`src/rtl/uart_rx_pkg.sv`:
```
// uart_rx_pkg: shared UART types, parity constants and the majority-vote helper
package uart_rx_pkg;
  typedef enum logic [2:0] {
    IDLE   = 3'd0,
    START  = 3'd1,
    DATA   = 3'd2,
    PARITY = 3'd3,
    STOP   = 3'd4
  } rx_state_e;
  localparam logic PAR_EVEN = 1'b0;
  localparam logic PAR_ODD  = 1'b1;
  function automatic logic maj3(input logic [2:0] s);
    return (s[0] & s[1]) | (s[0] & s[2]) | (s[1] & s[2]);
  endfunction
endpackage

```
`src/rtl/uart_rx_sampler.sv`:
```
// rx_data_sampler: three mid-bit samples and a 2-of-3 vote, valid the cycle after the last sample
module rx_data_sampler
  import uart_rx_pkg::*;
#(
  parameter int PRESC_W = 6
) (
  input  logic               clk,
  input  logic               rst,
  input  logic               rx_s_i,
  input  logic [PRESC_W-1:0] edge_cnt_i,
  input  logic [PRESC_W-1:0] prescale_i,
  input  logic               enable_i,
  output logic               sampled_bit_o,
  output logic               sample_valid_o
);
  logic [PRESC_W-1:0] mid;
  logic [2:0]         samp_q, samp_d;
  logic               valid_q, valid_d;
  // capture the samples around mid-bit and flag when the third one is in
  always_comb begin
    mid       = prescale_i >> 1;
    samp_d[0] = (enable_i && edge_cnt_i == mid - PRESC_W'(1)) ? rx_s_i : samp_q[0];
    samp_d[1] = (enable_i && edge_cnt_i == mid) ? rx_s_i : samp_q[1];
    samp_d[2] = (enable_i && edge_cnt_i == mid + PRESC_W'(1)) ? rx_s_i : samp_q[2];
    valid_d   = enable_i && edge_cnt_i == mid + PRESC_W'(1);
  end
  // sample flops and vote-valid flag
  always_ff @(posedge clk or negedge rst) begin
    if (!rst) begin
      samp_q  <= '0;
      valid_q <= 1'b0;
    end else begin
      samp_q  <= samp_d;
      valid_q <= valid_d;
    end
  end
  assign sampled_bit_o  = maj3(samp_q);
  assign sample_valid_o = valid_q;
endmodule

```
`src/rtl/uart_rx.sv`:
```
// uart_rx: oversampling UART receiver with optional parity and stop-bit check
module uart_rx
  import uart_rx_pkg::*;
#(
  parameter int DATA_WIDTH = 8,
  parameter int PRESC_W    = 6
) (
  input  logic                  clk,
  input  logic                  rst,
  input  logic                  RX_IN,
  input  logic [PRESC_W-1:0]    prescale,
  input  logic                  PAR_EN,
  input  logic                  PAR_TYP,
  output logic [DATA_WIDTH-1:0] P_DATA,
  output logic                  data_valid,
  output logic                  par_err,
  output logic                  stp_err
);
  localparam int BCW = $clog2(DATA_WIDTH);
  rx_state_e             state_q, state_d;
  logic                  sync_q, rx_s_q;
  logic                  armed_q, armed_d;
  logic [PRESC_W-1:0]    presc_q, presc_d, edge_cnt_q, edge_cnt_d;
  logic [BCW-1:0]        bit_cnt_q, bit_cnt_d;
  logic                  par_en_q, par_en_d, par_typ_q, par_typ_d, par_fail_q, par_fail_d;
  logic [DATA_WIDTH-1:0] shift_q, shift_d, p_data_q, p_data_d;
  logic                  dv_q, dv_d, pe_q, pe_d, se_q, se_d;
  logic                  bit_v, bit_s, wrap;
  rx_data_sampler #(.PRESC_W(PRESC_W)) u_sampler (
    .clk           (clk),
    .rst           (rst),
    .rx_s_i        (rx_s_q),
    .edge_cnt_i    (edge_cnt_q),
    .prescale_i    (presc_q),
    .enable_i      (state_q != IDLE),
    .sampled_bit_o (bit_s),
    .sample_valid_o(bit_v)
  );
  // frame FSM, counters, shift register and frame evaluation
  always_comb begin
    wrap       = edge_cnt_q == presc_q - PRESC_W'(1);
    state_d    = state_q;
    armed_d    = state_q == IDLE && (armed_q || rx_s_q);
    presc_d    = presc_q;
    par_en_d   = par_en_q;
    par_typ_d  = par_typ_q;
    par_fail_d = par_fail_q;
    bit_cnt_d  = bit_cnt_q;
    shift_d    = shift_q;
    p_data_d   = p_data_q;
    dv_d       = 1'b0;
    pe_d       = 1'b0;
    se_d       = 1'b0;
    case (state_q)
      IDLE: if (armed_q && !rx_s_q) begin
        state_d    = START;
        presc_d    = prescale;
        par_en_d   = PAR_EN;
        par_typ_d  = PAR_TYP;
        par_fail_d = 1'b0;
        bit_cnt_d  = '0;
      end
      START: state_d = (bit_v && bit_s) ? IDLE : wrap ? DATA : START;
      DATA: begin
        if (bit_v) shift_d[bit_cnt_q] = bit_s;
        if (wrap) begin
          bit_cnt_d = bit_cnt_q + BCW'(1);
          if (bit_cnt_q == BCW'(DATA_WIDTH - 1)) state_d = par_en_q ? PARITY : STOP;
        end
      end
      PARITY: begin
        if (bit_v) par_fail_d = bit_s != (^shift_q ^ par_typ_q);
        if (wrap) state_d = STOP;
      end
      STOP: if (bit_v) begin
        dv_d     = bit_s && !par_fail_q;
        pe_d     = par_fail_q;
        se_d     = !bit_s;
        p_data_d = (bit_s && !par_fail_q) ? shift_q : p_data_q;
        state_d  = IDLE;
      end
      default: state_d = IDLE;
    endcase
    edge_cnt_d = (state_q == IDLE || state_d == IDLE || wrap) ? '0 : edge_cnt_q + PRESC_W'(1);
  end
  // state, synchronizer and output registers
  always_ff @(posedge clk or negedge rst) begin
    if (!rst) begin
      sync_q     <= 1'b1;
      rx_s_q     <= 1'b1;
      state_q    <= IDLE;
      armed_q    <= 1'b0;
      presc_q    <= '0;
      edge_cnt_q <= '0;
      bit_cnt_q  <= '0;
      par_en_q   <= 1'b0;
      par_typ_q  <= 1'b0;
      par_fail_q <= 1'b0;
      shift_q    <= '0;
      p_data_q   <= '0;
      dv_q       <= 1'b0;
      pe_q       <= 1'b0;
      se_q       <= 1'b0;
    end else begin
      sync_q     <= RX_IN;
      rx_s_q     <= sync_q;
      state_q    <= state_d;
      armed_q    <= armed_d;
      presc_q    <= presc_d;
      edge_cnt_q <= edge_cnt_d;
      bit_cnt_q  <= bit_cnt_d;
      par_en_q   <= par_en_d;
      par_typ_q  <= par_typ_d;
      par_fail_q <= par_fail_d;
      shift_q    <= shift_d;
      p_data_q   <= p_data_d;
      dv_q       <= dv_d;
      pe_q       <= pe_d;
      se_q       <= se_d;
    end
  end
  assign P_DATA     = p_data_q;
  assign data_valid = dv_q;
  assign par_err    = pe_q;
  assign stp_err    = se_q;
endmodule
```
`config.mk`:
```
export PLATFORM = sky130hd
export DESIGN_NAME = uart_rx
export DESIGN_NICKNAME = d
export VERILOG_FILES = /design/src/rtl/uart_rx_pkg.sv /design/src/rtl/uart_rx_sampler.sv /design/src/rtl/uart_rx.sv
export SDC_FILE = /design/constraint.sdc
export NUM_CORES = 1
export LEC_CHECK = 0
export ABC_AREA = 1
export BUFFER_PORTS_ARGS = -buffer_cell sky130_fd_sc_hd__buf_4
export CAP_MARGIN = 5
export CORE_UTILIZATION = 30
export CTS_CLUSTER_DIAMETER = 50
export CTS_CLUSTER_SIZE = 25
export DETAILED_ROUTE_END_ITERATION = 7
export GPL_TIMING_DRIVEN = 0
export SETUP_SLACK_MARGIN = 0.15
export SLEW_MARGIN = 20
export SYNTH_ARGS = -nofsm -noshare
export SYNTH_HDL_FRONTEND = slang
export SYNTH_SLANG_ARGS = --single-unit
```
`constraint.sdc`:
```
create_clock -name clk -period 5.25 [get_ports clk]
set_clock_uncertainty 0.2 [all_clocks]
set_input_delay 1.05 -clock clk [delete_from_list [all_inputs] [get_ports clk]]
set_output_delay 1.05 -clock clk [all_outputs]
set_load 0.05 [all_outputs]
```
==> results of run 1 <==
[critical path, delay by kind of cell (launching register included)]
kind            cells  cell delay (ns)
compound gates      1             0.10
flops               1             0.48
fa+ha+maj           1             0.26
buf+inv             1             0.15
simple gates       10             0.97
[cell families after synthesis]
family | count (synthesis)
and+or+nand+nor | 145
xor gates and xnor gates | 26
muxes | 8
AOI/OAI and AO/OA | 31
adders and majority gates | 7
DFF | 47
buffers and inverters | 46
[per-stage QoR]
| stage | instances | power, mW | area, µm² | utilization | setup slack [ns] |
|---|---|---|---|---|---|
| 5_1_grt | 447 | 1.68 | 3150 | 0.358 | 2.76 |
| 4_1_cts | 447 | 1.56 | 3150 | 0.358 | 2.94 |
| 6_report | 447 | 1.54 | 3150 | 0.358 | 2.97 |
| 3_3_place_gp | 439 | 1.26 | 3040 | 0.345 | 2.99 |
| 3_5_place_dp | 439 | 1.28 | 3040 | 0.345 | 2.97 |
| 2_1_floorplan | 310 | 1.13 | 2740 | - | 3.23 |
[metal layers]
| layer | global-route usage | wire, µm | vias up | part of all wire |
|---|---|---|---|---|
| met3 | 0.0266 | 164 | 6 | 0.032 |
| li1 | - | - | 1037 | - |
| met4 | 0.0350 | 69 | 0 | 0.014 |
| met1 | 0.146 | 2360 | 945 | 0.46 |
| met5 | 0 | 0 | - | 0 |
| met2 | 0.201 | 2520 | 27 | 0.49 |
[cells in the final DEF (no fill, tap or decap), types with 12 or more instances in the layout]
cell	n
a21oi_1	12
buf_4	23
dfrtp_1	45
inv_1	31
nand2_1	55
nand3_1	20
nor2_1	27
nor2_2	13
o21ai_0	14
xnor2_1	12
xor2_1	13
[flip-flops by register name, summed over array words and instances (netlist names), 3 cells and up]
signal and count:
bit_cnt_q 3, state_q 3, presc_q 6, P_DATA 8, edge_cnt_q 6, u_sampler.samp_q 3, shift_q 8
[power by group]
group	switching [mW]	internal (mW)	total (mW)	leakage, nW
logic	0.466	0.282	0.748	0.836
registers	0.0770	0.438	0.515	0.624
clock network	0.135	0.144	0.278	0.0548
[worst min-delay path by stage]
stage                          start          endpoint  slack, ns  cells after the start
floorplan           sync_q$_DFF_PN1_  rx_s_q$_DFF_PN1_       0.15                      0
global placement    sync_q$_DFF_PN1_  rx_s_q$_DFF_PN1_       0.15                      0
detailed placement  sync_q$_DFF_PN1_  rx_s_q$_DFF_PN1_       0.15                      0
CTS                 sync_q$_DFF_PN1_  rx_s_q$_DFF_PN1_       0.16                      0
global route        sync_q$_DFF_PN1_  rx_s_q$_DFF_PN1_       0.16                      0
finish              sync_q$_DFF_PN1_  rx_s_q$_DFF_PN1_       0.16                      0
[final cells by class]
class / instances / share of cell area
flip-flops and latches: 47 / 0.374
multi-input cells: 217 / 0.433
clock inverters: 3 / 0.0147
well taps: 108 / 0.0429
inverters: 40 / 0.0485
repair buffers: 21 / 0.0500
clock buffers: 5 / 0.0218
plain buffers: 6 / 0.0151
==> flow_summary.ini, run 1 <==
[outcome]
status = finished with violations
violations = design-rule violations

[final_layout]
fin_nets = 356
diodes = 0
drive_above_1_share = 0.260
syn_to_final_growth_pct = 14.9
multi_input_area_mm2 = 0.00136
n_fill_cell = 893
regArea_mm2 = 0.00118

[critical_path]
cp-startpoint = presc_q[2]$_DFFE_PN0P_
r2r_start = presc_q[2]$_DFFE_PN0P_
critPathCaptureType = register
r2r_end = edge_cnt_q[0]$_DFF_PN0_
worstPathMaxFanout = 9
r2r_cells = 13
setup.worst_path.end = edge_cnt_q[0]$_DFF_PN0_
path_cells = inv_2 -> ha_1 -> nand2_2 -> nor2_2 -> nand3_1 -> nand2_2 -> nand2_4 -> nor2_8 -> o21ai_0 -> nand2_1 -> nand3_2 -> nand2_4 -> nor2_2
slowest_stage = dfrtp_1
cp_data_required_time_ns = 5.25
start_kind = register
crit_type = reg2reg
arrival_ns = 2.28
cp_slowest_stage_delay_ns = 0.48
rrSetupSlack_ns = 2.97

[job]
drv_cap = 0

[cts]
cts_root_buffer = clkbuf_8
cts_resized = 0
clk-insertion-delay-late_ns = 0.31
cts_sinks = 47
cts_inserted_buffers = 5
clk_pin_slew_ns = 0.09
cts_max_path_buffers = 2
postCtsSetupBuffers = 0
cts-htree-levels = 2
cts_tree = yes
ctsHoldBuffers = 0

[synth]
yosys-mux-area-fraction = 0.0438
synthSimpleGateAreaFrac = 0.271
yosys.area.top_type = dfrtp_1
synth_cell_type_count = 38
yosysMostFrequentCell = nand2_1
synth_seq_cells = 47
async_reset_ff_frac = 1.00
synthFlopType = dfrtp_1
yosysWarnings = 0
ys_seq_area_frac = 0.430
yosys-top-cells-area = dfrtp_1 (41%), nand2_1 (7.5%), mux2_4 (4.4%)
syn_avg_cell_area_um2 = 8.85
ys_top_cells_by_count = nand2_1 (55), dfrtp_1 (45), inv_1 (31), nor2_1 (27), nand3_1 (20)
synth-adder-area-share = 0.0319
synth_top_area_share = 0.411
synthesis.area_mm2 = 0.00274
synth_compound_area_frac = 0.0643
yosys.area_share.xor_xnor = 0.0858
synth_top_family_by_area = simple AND/OR/NAND/NOR gates
synth-edff-count = 0
synth_cells = 310
syn_nets = 328

[die]
die_w_um = 97.6
initial_core_util = 0.311
die-area_mm2 = 0.00953
rows = 34
fp.dieH_um = 97.6
num_io_pins = 22
coreArea_mm2 = 0.00881

[timing]
whs_ns = 0.159
slew_headroom = 0.590
timing.final.crit_share = 0.435
setup-tns-final_ns = 0
max_freq_ghz = 0.438
hold_violations = 0
setup_viol = 0
tightest_slew_ns = 0.614
rsz0062_at_grt = no
min_period_ns = 2.28
drv_slew = 0

[routing]
drc_errors = 6
routed_wl_um = 5110
postRouteAntennaNets = 0
vias = 2015
drtPass1Iterations = 7
wl_per_cell_um = 11.4
avgViaCountPerCell = 4.51
drt_iter0_markers = 61

[global_routing]
grt_pass1_vias = 1938
grt_max_degree = 48
grt_use_total = 0.117
antenna_found_initial = 0
overflow = 0
grt_pass1_wl_um = 8940

[pwr]
leakage_nw = 1.51
cellPowerDensity_mw_per_mm2 = 489
ir_drop_mv = 0.225

[hold_path]
hold_path_class = reg2reg

[placement]
hpwl_um = 3730
place_congestion = 0.821
portBuffers = 21
No activity file was read; power rests on OpenSTA's default activity.
==> inputs of run 2 (changes only) <==
- ABC_AREA: 1 -> 0
- clock period: 5.25 -> 2.1 ns (I/O delays scaled with it)
==> run 2 against run 1 <==
Net effect:
- the flow now finishes without violations
- register-to-register slack worse by 3.0 ns
- first-iteration DRC count up 51%
- synthesized cell count is 25% lower
- highest routed layer unchanged
==> flow_summary.ini, run 2 <==
[hold_path]
hold_path_class = in2reg
min_path_cells = 1

[synth]
yosys.area.top_type = dfrtp_1
yosysWarnings = 0
ys_top_cells_by_count = dfrtp_1 (45), mux2_2 (23), xnor2_1 (17)
synth_top_area_share = 0.438
synth_cells = 233
synthFlopType = dfrtp_1
synth_cell_type_count = 47
synth-edff-count = 0
synthesis.area_mm2 = 0.00257
synth_seq_cells = 47
syn_avg_cell_area_um2 = 11.0
async_reset_ff_frac = 1.00
syn_nets = 251
yosys-top-cells-area = dfrtp_1 (44%), mux2_2 (10%), xnor2_1 (5.8%)
yosysMostFrequentCell = dfrtp_1
ys_seq_area_frac = 0.459

[global_routing]
overflow = 0
grt_pass1_wl_um = 8760
grt_use_total = 0.127
grt_max_degree = 48
grt_pass1_vias = 1775
antenna_found_initial = 0

[cts]
cts-htree-levels = 2
cts_tree = yes
cts_inserted_buffers = 5
cts_root_buffer = clkbuf_8
clk-insertion-delay-late_ns = 0.30
cts_sinks = 47
cts_max_path_buffers = 2
clk_pin_slew_ns = 0.09

[routing]
drtPass1Iterations = 4
vias = 1833
postRouteAntennaNets = 0
routed_wl_um = 5370
wl_per_cell_um = 13.8
drc_errors = 0
avgViaCountPerCell = 4.72
drt_iter0_markers = 92

[placement]
placed_cell_area_mm2 = 0.00292
portBuffers = 21
place_congestion = 0.803
hpwl_um = 3600

[final_layout]
diodes = 0
drive_above_1_share = 0.452
multi_input_area_mm2 = 0.00148
final_common_cell = dfrtp_1
finish.utilization = 0.409
final_cell_mix = dfrtp_1 (42), buf_4 (37), mux2_2 (16), xor2_1 (15), xnor2_1 (15)
n_fill_cell = 790
syn_to_final_growth_pct = 31.5
fin_area_mm2 = 0.00338
fin_nets = 301
regArea_mm2 = 0.00118

[pwr]
p_total_mw = 4.03
leakage_nw = 1.57
swShare = 0.400
p_sw_mw = 1.61
ir_drop_mv = 0.396
seqPwrFrac = 0.321
p_int_mw = 2.42
clkPwrFrac = 0.134
cellPowerDensity_mw_per_mm2 = 1190
combPwrFrac = 0.545

[critical_path]
start_kind = register
crit_type = reg2reg
r2r_cells = 7
critPathCaptureType = register
worstPathMaxFanout = 4
arrival_ns = 2.08
cp_data_required_time_ns = 2.09

[timing]
rsz0062_at_grt = yes
max_freq_ghz = 0.478
setup-tns-final_ns = 0
min_period_ns = 2.09
timing.final.crit_share = 0.996
drv_slew = 0
setup_viol = 0
slew_headroom = 0.600
tightest_slew_ns = 0.600
hold_violations = 0

[die]
initial_core_util = 0.311
num_io_pins = 22
coreArea_mm2 = 0.00826
rows = 33
fp.dieH_um = 94.5
die-area_mm2 = 0.00894
die_w_um = 94.5

[outcome]
status = finished clean

[job]
drv_cap = 0
==> run 2: area by class of cell <==
type,instances,share of cell area
timing repair buffer,43,0.107
buffer,12,0.0304
tap,105,0.0389
sequential,47,0.350
inverter,9,0.0115
multi-input combinational,165,0.438
clock inverter,2,0.00407
clock buffer,5,0.0204
==> run 2: critical path, stage by stage (launching register included) <==
cell     delay (ns)
dfrtp_1        0.40
buf_6          0.14
inv_6          0.06
ha_4           0.19
xnor2_2        0.15
nand4_1        0.14
nor4_2         0.33
mux2_2         0.37
==> run 2: timing repair <==
action,4_1_cts,5_1_grt
hold endpoints to repair,45,0
gates resized for setup,34,18
buffers inserted,16,4
cloned,1,0
endpoints found under the setup margin,32,38
hold buffers,1,0
pin swaps,16,10
==> run 2: path summary, 6_finish.rpt <==
kind,startpoint,end,slack [ns]
min in group asynchronous,rst,edge_cnt_q[5]$_DFF_PN0_,0.46
worst max register to register,presc_q[2]$_DFFE_PN0P_,u_sampler.samp_q[2]$_DFFE_PN0P_,0.009
max in group asynchronous,rst,presc_q[1]$_DFFE_PN0P_,0.80
worst min register to register,sync_q$_DFF_PN1_,rx_s_q$_DFF_PN1_,0.16
worst max-delay path,presc_q[2]$_DFFE_PN0P_,u_sampler.samp_q[2]$_DFFE_PN0P_,0.009
worst min-delay path,RX_IN,sync_q$_DFF_PN1_,0.03
==> run 2: power groups by stage <==
stage          Combinational (mW)  Clock [mW]  Sequential [mW]
3_5_place_dp                 1.68           0             1.32
5_1_grt                      2.39       0.599             1.32
6_report                     2.20       0.539             1.29
4_1_cts                      2.09       0.564             1.29
2_1_floorplan                1.39           0             1.26
3_3_place_gp                 1.64           0             1.32
==> run 2: routing by layer <==
metal | track usage | vias to the layer above | wire length, µm
li1 | - | 900 | -
met1 | 0.182 | 900 | 2690
met2 | 0.194 | 27 | 2460
met3 | 0.0185 | 6 | 139
met4 | 0.0492 | 0 | 76
met5 | 0 | - | 0
==> run 2: through the flow <==
stage                     hold slack (ns)  instances  setup slack, ns
after floorplan                   -0.0756        233           0.0511
after global placement              0.147        359           -0.148
after detailed placement            0.149        359           -0.145
after CTS                          0.0191        384          -0.0143
after global routing              0.00949        388          -0.0470
final                              0.0265        388          0.00885
==> run 2: kinds of logic after synthesis <==
logic type / after synthesis / share of synthesized area
xor+xnor: 33 / 0.113
buf+inv: 21 / 0.0511
compound gates: 20 / 0.0555
mux: 30 / 0.136
flops: 47 / 0.459
simple gates: 74 / 0.148
fa+ha+maj: 8 / 0.0380
